File: config.mk
export PLATFORM = sky130hd
export DESIGN_NAME = if_stage_fetch_flat
export DESIGN_NICKNAME = d
export VERILOG_FILES = /design/src/rtl/if_stage_fetch_if.sv /design/src/rtl/if_stage_fetch.sv /design/src/flat_wrapper.sv
export SDC_FILE = /design/constraint.sdc
export NUM_CORES = 1
export LEC_CHECK = 0
export CORE_MARGIN = 1
export CORE_UTILIZATION = 55
export DETAILED_ROUTE_END_ITERATION = 8
export PLACE_DENSITY = 0.87
export REMOVE_ABC_BUFFERS = 1
export SLEW_MARGIN = 20
export SYNTH_ARGS = -nofsm -noshare
export SYNTH_HDL_FRONTEND = slang
export SYNTH_SLANG_ARGS = --single-unit
File: constraint.sdc
create_clock -name clk -period 4.9 [get_ports clk]
set_input_delay 0.98 -clock clk [delete_from_list [all_inputs] [get_ports clk]]
set_output_delay 0.98 -clock clk [all_outputs]
set_load 0.005 [all_outputs]
File: src/rtl/if_stage_fetch_if.sv
// Fetch-stage bundle: hazard/redirect inputs, instruction-memory handshake and IF/ID outputs.
// The master side belongs to the fetch stage; the slave side is memory, hazard unit, EXE and ID.
interface if_stage_fetch_if;
   logic        freeze;
   logic        branch_taken;
   logic [31:0] branch_addr;
   logic        imem_req;
   logic [31:0] imem_addr;
   logic        imem_rvalid;
   logic [31:0] imem_rdata;
   logic [31:0] if_pc;
   logic [31:0] if_instr;
   logic        if_valid;

   modport master (
      input  freeze, branch_taken, branch_addr, imem_rvalid, imem_rdata,
      output imem_req, imem_addr, if_pc, if_instr, if_valid
   );

   modport slave (
      output freeze, branch_taken, branch_addr, imem_rvalid, imem_rdata,
      input  imem_req, imem_addr, if_pc, if_instr, if_valid
   );
endinterface

File: src/rtl/if_stage_fetch.sv
// PC, single-outstanding fetch FSM and IF/ID register; the word lands on IF/ID on the rvalid edge.
// Freeze holds IF/ID and parks a returned word in a one-entry buffer; branch_taken overrides freeze.
module if_stage_fetch #(
   parameter logic [31:0] RESET_PC  = 32'h0000_0000,
   parameter logic [31:0] NOP_INSTR = 32'h0000_0000
) (
   input  logic           clk,
   input  logic           rst,
   if_stage_fetch_if.master bus
);

   localparam logic [1:0] ST_REQ  = 2'd0;
   localparam logic [1:0] ST_WAIT = 2'd1;
   localparam logic [1:0] ST_HOLD = 2'd2;

   typedef struct packed {
      logic [31:0] pc;
      logic [31:0] instr;
      logic        valid;
   } ifid_t;

   logic [1:0]  r_state;
   logic [1:0]  w_state_nxt;
   logic [31:0] r_pc;
   logic [31:0] w_pc_nxt;
   logic [31:0] w_pc_inc;
   logic        r_drop;
   logic        w_drop_nxt;
   logic [31:0] r_buf;
   logic [31:0] w_buf_nxt;
   logic        r_buf_vld;
   logic        w_buf_vld_nxt;
   ifid_t       r_ifid;
   ifid_t       w_ifid_nxt;
   ifid_t       w_ifid_idle;
   ifid_t       w_ifid_flush;

   assign w_pc_inc = r_pc + 32'd4;

   // With no new word, IF/ID either holds (freeze) or turns into a bubble keeping its pc.
   always_comb begin
      w_ifid_idle = r_ifid;
      if (!bus.freeze) begin
         w_ifid_idle.instr = NOP_INSTR;
         w_ifid_idle.valid = 1'b0;
      end
   end

   assign w_ifid_flush = '{pc: 32'd0, instr: NOP_INSTR, valid: 1'b0};

   always_comb begin
      w_state_nxt   = r_state;
      w_pc_nxt      = r_pc;
      w_drop_nxt    = r_drop;
      w_buf_nxt     = r_buf;
      w_buf_vld_nxt = r_buf_vld;
      w_ifid_nxt    = r_ifid;

      if (bus.branch_taken) begin
         w_pc_nxt      = bus.branch_addr;
         w_ifid_nxt    = w_ifid_flush;
         w_buf_vld_nxt = 1'b0;
         case (r_state)
            // The request to the old pc still goes out; its response must be swallowed.
            ST_REQ: begin
               w_drop_nxt  = 1'b1;
               w_state_nxt = ST_WAIT;
            end
            ST_WAIT: begin
               if (bus.imem_rvalid) begin
                  w_drop_nxt  = 1'b0;
                  w_state_nxt = ST_REQ;
               end else begin
                  w_drop_nxt  = 1'b1;
               end
            end
            default: begin
               w_drop_nxt  = 1'b0;
               w_state_nxt = ST_REQ;
            end
         endcase
      end else begin
         case (r_state)
            ST_REQ: begin
               w_ifid_nxt  = w_ifid_idle;
               w_state_nxt = ST_WAIT;
            end
            ST_WAIT: begin
               if (!bus.imem_rvalid) begin
                  w_ifid_nxt = w_ifid_idle;
               end else if (r_drop) begin
                  // pc already holds the redirect target, so it is not advanced here.
                  w_ifid_nxt  = w_ifid_idle;
                  w_drop_nxt  = 1'b0;
                  w_state_nxt = ST_REQ;
               end else if (!bus.freeze) begin
                  w_ifid_nxt  = '{pc: w_pc_inc, instr: bus.imem_rdata, valid: 1'b1};
                  w_pc_nxt    = w_pc_inc;
                  w_state_nxt = ST_REQ;
               end else begin
                  w_buf_nxt     = bus.imem_rdata;
                  w_buf_vld_nxt = 1'b1;
                  w_state_nxt   = ST_HOLD;
               end
            end
            ST_HOLD: begin
               if (!bus.freeze) begin
                  w_ifid_nxt    = '{pc: w_pc_inc, instr: r_buf, valid: 1'b1};
                  w_pc_nxt      = w_pc_inc;
                  w_buf_vld_nxt = 1'b0;
                  w_state_nxt   = ST_REQ;
               end
            end
            default: begin
               w_state_nxt = ST_REQ;
            end
         endcase
      end
   end

   always_ff @(posedge clk or negedge rst) begin
      if (!rst) begin
         r_state   <= ST_REQ;
         r_pc      <= RESET_PC;
         r_drop    <= 1'b0;
         r_buf     <= NOP_INSTR;
         r_buf_vld <= 1'b0;
         r_ifid    <= '{pc: 32'd0, instr: NOP_INSTR, valid: 1'b0};
      end else begin
         r_state   <= w_state_nxt;
         r_pc      <= w_pc_nxt;
         r_drop    <= w_drop_nxt;
         r_buf     <= w_buf_nxt;
         r_buf_vld <= w_buf_vld_nxt;
         r_ifid    <= w_ifid_nxt;
      end
   end

   // Gating with rst keeps the request low while reset is held although the state is already REQ.
   assign bus.imem_req  = (r_state == ST_REQ) && rst;
   assign bus.imem_addr = r_pc;
   assign bus.if_pc     = r_ifid.pc;
   assign bus.if_instr  = r_ifid.instr;
   assign bus.if_valid  = r_ifid.valid;

endmodule

File: src/flat_wrapper.sv
// flat-port wrapper written by rule: the top's interface ports become plain ports
module if_stage_fetch_flat 
#(
   parameter logic [31:0] RESET_PC  = 32'h0000_0000,
   parameter logic [31:0] NOP_INSTR = 32'h0000_0000
)
  (clk, rst, bus_freeze, bus_branch_taken, bus_branch_addr, bus_imem_rvalid, bus_imem_rdata, bus_imem_req, bus_imem_addr, bus_if_pc, bus_if_instr, bus_if_valid);
  if_stage_fetch_if bus_i ();
  input  logic clk;
  input  logic rst;
  input wire logic [$bits(bus_i.freeze)-1:0] bus_freeze;
  input wire logic [$bits(bus_i.branch_taken)-1:0] bus_branch_taken;
  input wire logic [$bits(bus_i.branch_addr)-1:0] bus_branch_addr;
  input wire logic [$bits(bus_i.imem_rvalid)-1:0] bus_imem_rvalid;
  input wire logic [$bits(bus_i.imem_rdata)-1:0] bus_imem_rdata;
  output wire logic [$bits(bus_i.imem_req)-1:0] bus_imem_req;
  output wire logic [$bits(bus_i.imem_addr)-1:0] bus_imem_addr;
  output wire logic [$bits(bus_i.if_pc)-1:0] bus_if_pc;
  output wire logic [$bits(bus_i.if_instr)-1:0] bus_if_instr;
  output wire logic [$bits(bus_i.if_valid)-1:0] bus_if_valid;
  assign bus_i.freeze = bus_freeze;
  assign bus_i.branch_taken = bus_branch_taken;
  assign bus_i.branch_addr = bus_branch_addr;
  assign bus_i.imem_rvalid = bus_imem_rvalid;
  assign bus_i.imem_rdata = bus_imem_rdata;
  assign bus_imem_req = bus_i.imem_req;
  assign bus_imem_addr = bus_i.imem_addr;
  assign bus_if_pc = bus_i.if_pc;
  assign bus_if_instr = bus_i.if_instr;
  assign bus_if_valid = bus_i.if_valid;
  if_stage_fetch #(.RESET_PC(RESET_PC), .NOP_INSTR(NOP_INSTR)) u_core (.clk(clk), .rst(rst), .bus(bus_i));
endmodule
After elaboration in Yosys (flattened, before gate mapping)
Cells that the tools add are included.
- flip-flop bits (word level): 132
- bits of input ports: 69
- output and inout port bits: 98
- word-level logic and storage cells: 56
- add/subtract/negate cells: 1
- eq/ne operators: 9
- mux-type cells: 25
- bitwise gates (word level): 2
- reduce and logical (&&, ||, !) cells: 12
- operators by type and width (cell ; count):
    $mux 65 ; 5
    $pmux 65 s3 ; 1
    $mux 32 ; 4
    $pmux 32 s2 ; 1
    $mux 33 ; 1
    $add 32x3->32 const B ; 1
    $mux 2 ; 6
    $ne 3x3->1 const B ; 4
    $pmux 2 s3 ; 1
    $reduce_and 3->1 ; 2
    $reduce_and 6->1 ; 1
    $ne 5x4->1 const B ; 1
    $reduce_and 5->1 ; 1
    $mux 1 ; 4
    $ne 2x2->1 const B ; 2
    $pmux 2 s2 ; 1
    $reduce_and 2->1 ; 2
    $reduce_bool 2->1 ; 2
    $reduce_bool 4->1 ; 1
    $reduce_bool 3->1 ; 1
    $eq 2x1->1 const B ; 1
    $eq 2x2->1 const B ; 1
    $logic_not 2->1 ; 1
    $not 1->1 ; 2
    other kinds (2) ; 2

Logic depth before layout (Yosys ltp)
- depth after elaboration: 6
- depth in mapped cells: 9

Worst setup path after synthesis
No wires, ideal clock.
- path kind: input to register
- from: in bus_branch_taken
- to: reg u_core.r_buf[10]
- library setup time: 0.125 ns
- arrival time: 2.222 ns
- slack: 2.553 ns
- cell stages on the path: 6
- buffers on the path: 3
- cell sequence: clkbuf_1 nor2b_1 nor2b_1 clkbuf_1 buf_2 mux2_2
- word-level cells in the longest chain between the ends: 2
- ends and longest elaborated chain (what ; RTL line ; source):
    from (decl) ; flat_wrapper.sv:12 ; input wire logic [$bits(bus_i.branch_taken)-1:0] bus_branch_taken;
    $not 1->1 (no line) ; -- ;
    $reduce_and 5->1 (no line) ; -- ;
    to (signal assigned) ; if_stage_fetch.sv:133 ; r_buf <= w_buf_nxt;
    to (decl) ; if_stage_fetch.sv:29 ; logic [31:0] r_buf;
No other way between the ends.
A chain may end at the register's enable or synchronous reset.

Worst setup path after layout
- from: reg u_core.r_state[1]
- to: reg u_core.r_ifid (netlist bit u_core.bus.if_pc[7])
- word-level cells in the longest chain between the ends: 3
- elaborated cells between the ends (all ways): 12
- those cells by class: eq/ne (7); mux (2); reduce/logical (3)
- ends and longest elaborated chain (what ; RTL line ; source):
    from (decl) ; if_stage_fetch.sv:22 ; logic [1:0] r_state;
    from (signal assigned) ; if_stage_fetch.sv:130 ; r_state <= w_state_nxt;
    $eq 2x1->1 (tied with other cells) ; if_stage_fetch.sv:83 ; case (r_state)
    $ne 3x3->1 (no line) (tied with other cells) ; -- ;
    $reduce_and 6->1 (no line) or $mux 65 (tied branches) ; -- ;
    to (signal assigned) ; if_stage_fetch.sv:128 ; r_ifid <= '{pc: 32'd0, instr: NOP_INSTR, valid: 1'b0};
    to (signal assigned) ; if_stage_fetch.sv:135 ; r_ifid <= w_ifid_nxt;
    to (decl) ; if_stage_fetch.sv:33 ; ifid_t r_ifid;
Parallel ways exist; a longest one is shown, timed or not.

==> impl_metrics.tcl <==
set metrics [dict create \
    syn2layout_area_growth_pct 31.84 \
    worstPathMaxFanout 38 \
    synth.top_cells.by_count "nand2_1, dfrtp_1, o21ai_0" \
    finalSetupTns_ns 0 \
    fin_crit_sh 0.6266 \
    dr.max_layer_used "met4" \
    min_path_type "input port to asynchronous set/reset pin" \
    fmax_ghz 0.3257 \
    setup_viol 0 \
    netlist-cell-type-count 48 \
    place_congestion 0.8042 \
    avgSynthCellArea_um2 9.015 \
    synth_edf_count 0 \
    ant_nets 0 \
    clk_pin_slew_ns 0.06 \
    overflow 0 \
    met2WireLength_mm 9.312 \
    p_leak_nw 3.749 \
    worstRegToRegCells 8 \
    numCtsBuffers 17 \
    synth_ff_type "dfrtp_1" \
    drc 0 \
    status "finished, final reports clean" \
    placementRows 41 \
    cts_root_buf "clkbuf_16" \
    vias 6457 \
    design.die.area_um2 13490 \
    grt_pass1_vias 6227 \
    portBuffers 166 \
    synth_seq_area_share 0.4609 \
    post_cts_resized 0 \
    nNetsFinal 1006 \
    worst-r2r-setup-slack_ns 1.83 \
    synth_top_area_frac 0.4609 \
    crit_path_end_kind "flip-flop" \
    grt_max_degree 68 \
    crit_type "flip-flop to flip-flop" \
    hold_ws_ns 0.4472 \
    clk_latency_ns 0.41 \
    slew_headroom 0.2839 \
    first_iter_violations 570 \
    period_needed_ns 3.071 \
    die_h_um 116.2 \
    initial_core_util 0.5656 \
    critPathRequiredTime_ns 5.15 \
    ys_seq_elements 132 \
    hpwl_mm 12.46 \
    layout-drive-gt1-share 0.09514 \
    yosysMostFrequentCell "nand2_1" \
    hold_viol_final 0 \
    yosys.area.top_type "dfrtp_1" \
    antenna_found_initial 0 \
    die_w_um 116.2 \
    cts.path.max_buffers 2 \
    viasPerCell 5.775 \
    cts.sinks 132 \
    arrival_ns 3.32 \
    pin_count 167 \
    core_area_um2 12670 \
    peakVddDrop_v 0.0003999 \
    rsz0062_at_grt "false" \
    syn_area_um2 7167 \
    grt_use_total 0.2981 \
    setup.worst_path.start "u_core.r_state[1]" \
    grt_pass1_wl_mm 30.82 \
    yosysWarnings 0 \
    drv_cap 0 \
    wl_per_cell_um 17.16 \
    wl_met3_mm 1.157 \
    slew_violations 0 \
    async_reset_ff_frac 1.000 \
    timing.rr.start "u_core.r_state[1]" \
    worstMarginPinSlew_ns 1.072 \
    cts_hold_buf 0 \
    clock_skew_ns 0.006329 \
    cts_setup_buffers 0 \
    wl_met1_mm 8.033 \
    antenna_cells 0 \
    cp-start-kind "flip-flop" \
    power_density_nw_per_um2 449.7 \
    syn_inst 795 \
    cts_max_level 4 \
    yosys-top-cells-area "dfrtp_1, nand2_1, mux2_2, o21ai_0, xor2_1" \
    timing.rr.end "u_core.bus.if_pc[7]" \
    cp-endpoint "u_core.bus.if_pc[7]" \
    wl_mm 19.19 \
    cts_tree "done" \
    firstDrtPassIters 5 \
]
per-layer routing:
layer / vias to the layer above / track usage
li1: 3026 / -
met1: 3107 / 0.3869
met2: 272 / 0.4710
met3: 52 / 0.06798
met4: 0 / 0.1513
met5: - / 0
cell families (layout without fill, tap and decap cells):
kind of cell / count (synthesis) / count (layout) / share of synthesized area
buf+inv: 67 / 218 / 0.04172
compound gates: 174 / 174 / 0.1522
xor+xnor: 57 / 57 / 0.06966
mux: 35 / 35 / 0.05482
flops: 132 / 132 / 0.4609
fa+ha+maj: 4 / 4 / 0.006984
simple gates: 326 / 326 / 0.2137
area by class of cell:
| type | instances | area [um2] |
|---|---|---|
| fill | 940 | 3222 |
| inverter | 7 | 26.28 |
| clock buffer | 22 | 474.2 |
| sequential | 132 | 3303 |
| clock inverter | 10 | 81.33 |
| timing repair buffer | 179 | 1758 |
| multi-input combinational | 596 | 3591 |
| tap | 172 | 215.2 |
per-stage QoR:
stage	utilization	area (um2)	std cells	worst slack (ns)	power [mW]
2_1_floorplan	-	6894	735	1.379	2.347
3_3_place_gp	0.7019	8894	1086	1.484	3.001
3_5_place_dp	0.7019	8894	1086	1.427	3.057
4_1_cts	0.7457	9449	1118	1.850	4.258
5_1_grt	0.7457	9449	1118	1.552	4.488
6_report	0.7457	9449	1118	1.829	4.249
how the worst min path moves through the flow:
stage | from | to | slack, ns | cells after the start
2_1_floorplan | u_core.r_buf[7] | u_core.r_buf[7] | 0.46 | 1
3_5_place_dp | u_core.bus.if_pc[13] | u_core.bus.if_pc[13] | 0.47 | 2
6_report | rst | u_core.bus.if_pc[15] | 0.45 | 1
4_1_cts | rst | u_core.bus.imem_addr[9] | 0.44 | 1
5_1_grt | rst | u_core.bus.imem_addr[9] | 0.44 | 1
3_3_place_gp | u_core.bus.if_pc[13] | u_core.bus.if_pc[13] | 0.46 | 2
critical path, cell delays in order (launching register included):
cell	delay, ns
dfrtp_1	0.39
inv_1	0.10
ha_1	0.39
buf_4	0.38
nand2b_1	0.21
a21oi_2	0.07
buf_4	0.26
a21oi_4	0.87
o31ai_1	0.19
flip-flops by register name (all words and copies together), names as in the netlist:
register and count:
u_core.r_state 2, u_core.bus.if_instr 32, u_core.bus.imem_addr 32, u_core.r_drop 1
u_core.r_buf 32, u_core.bus.if_pc 32, u_core.bus.if_valid 1
cells in the final DEF, fill, tap and decap left out, types with 14 or more instances in the layout:
cell type          n
buf_4             14
xnor2_1           18
a21oi_1           33
xor2_1            39
mux2_2            33
nand2_1          171
nand3_1           24
o21ai_1           16
a32o_1            31
nand4_1           17
clkbuf_16         17
and2_1            36
nor2_1            43
clkdlybuf4s50_1  164
o21ai_0           72
dfrtp_1          132
power breakdown:
group / internal [mW] / leakage [nW] / switching (mW)
Combinational: 0.736 / 1.76 / 0.720
Sequential: 1.38 / 1.71 / 0.229
Clock: 0.731 / 0.279 / 0.458
Power figures use the tool's default switching activity.
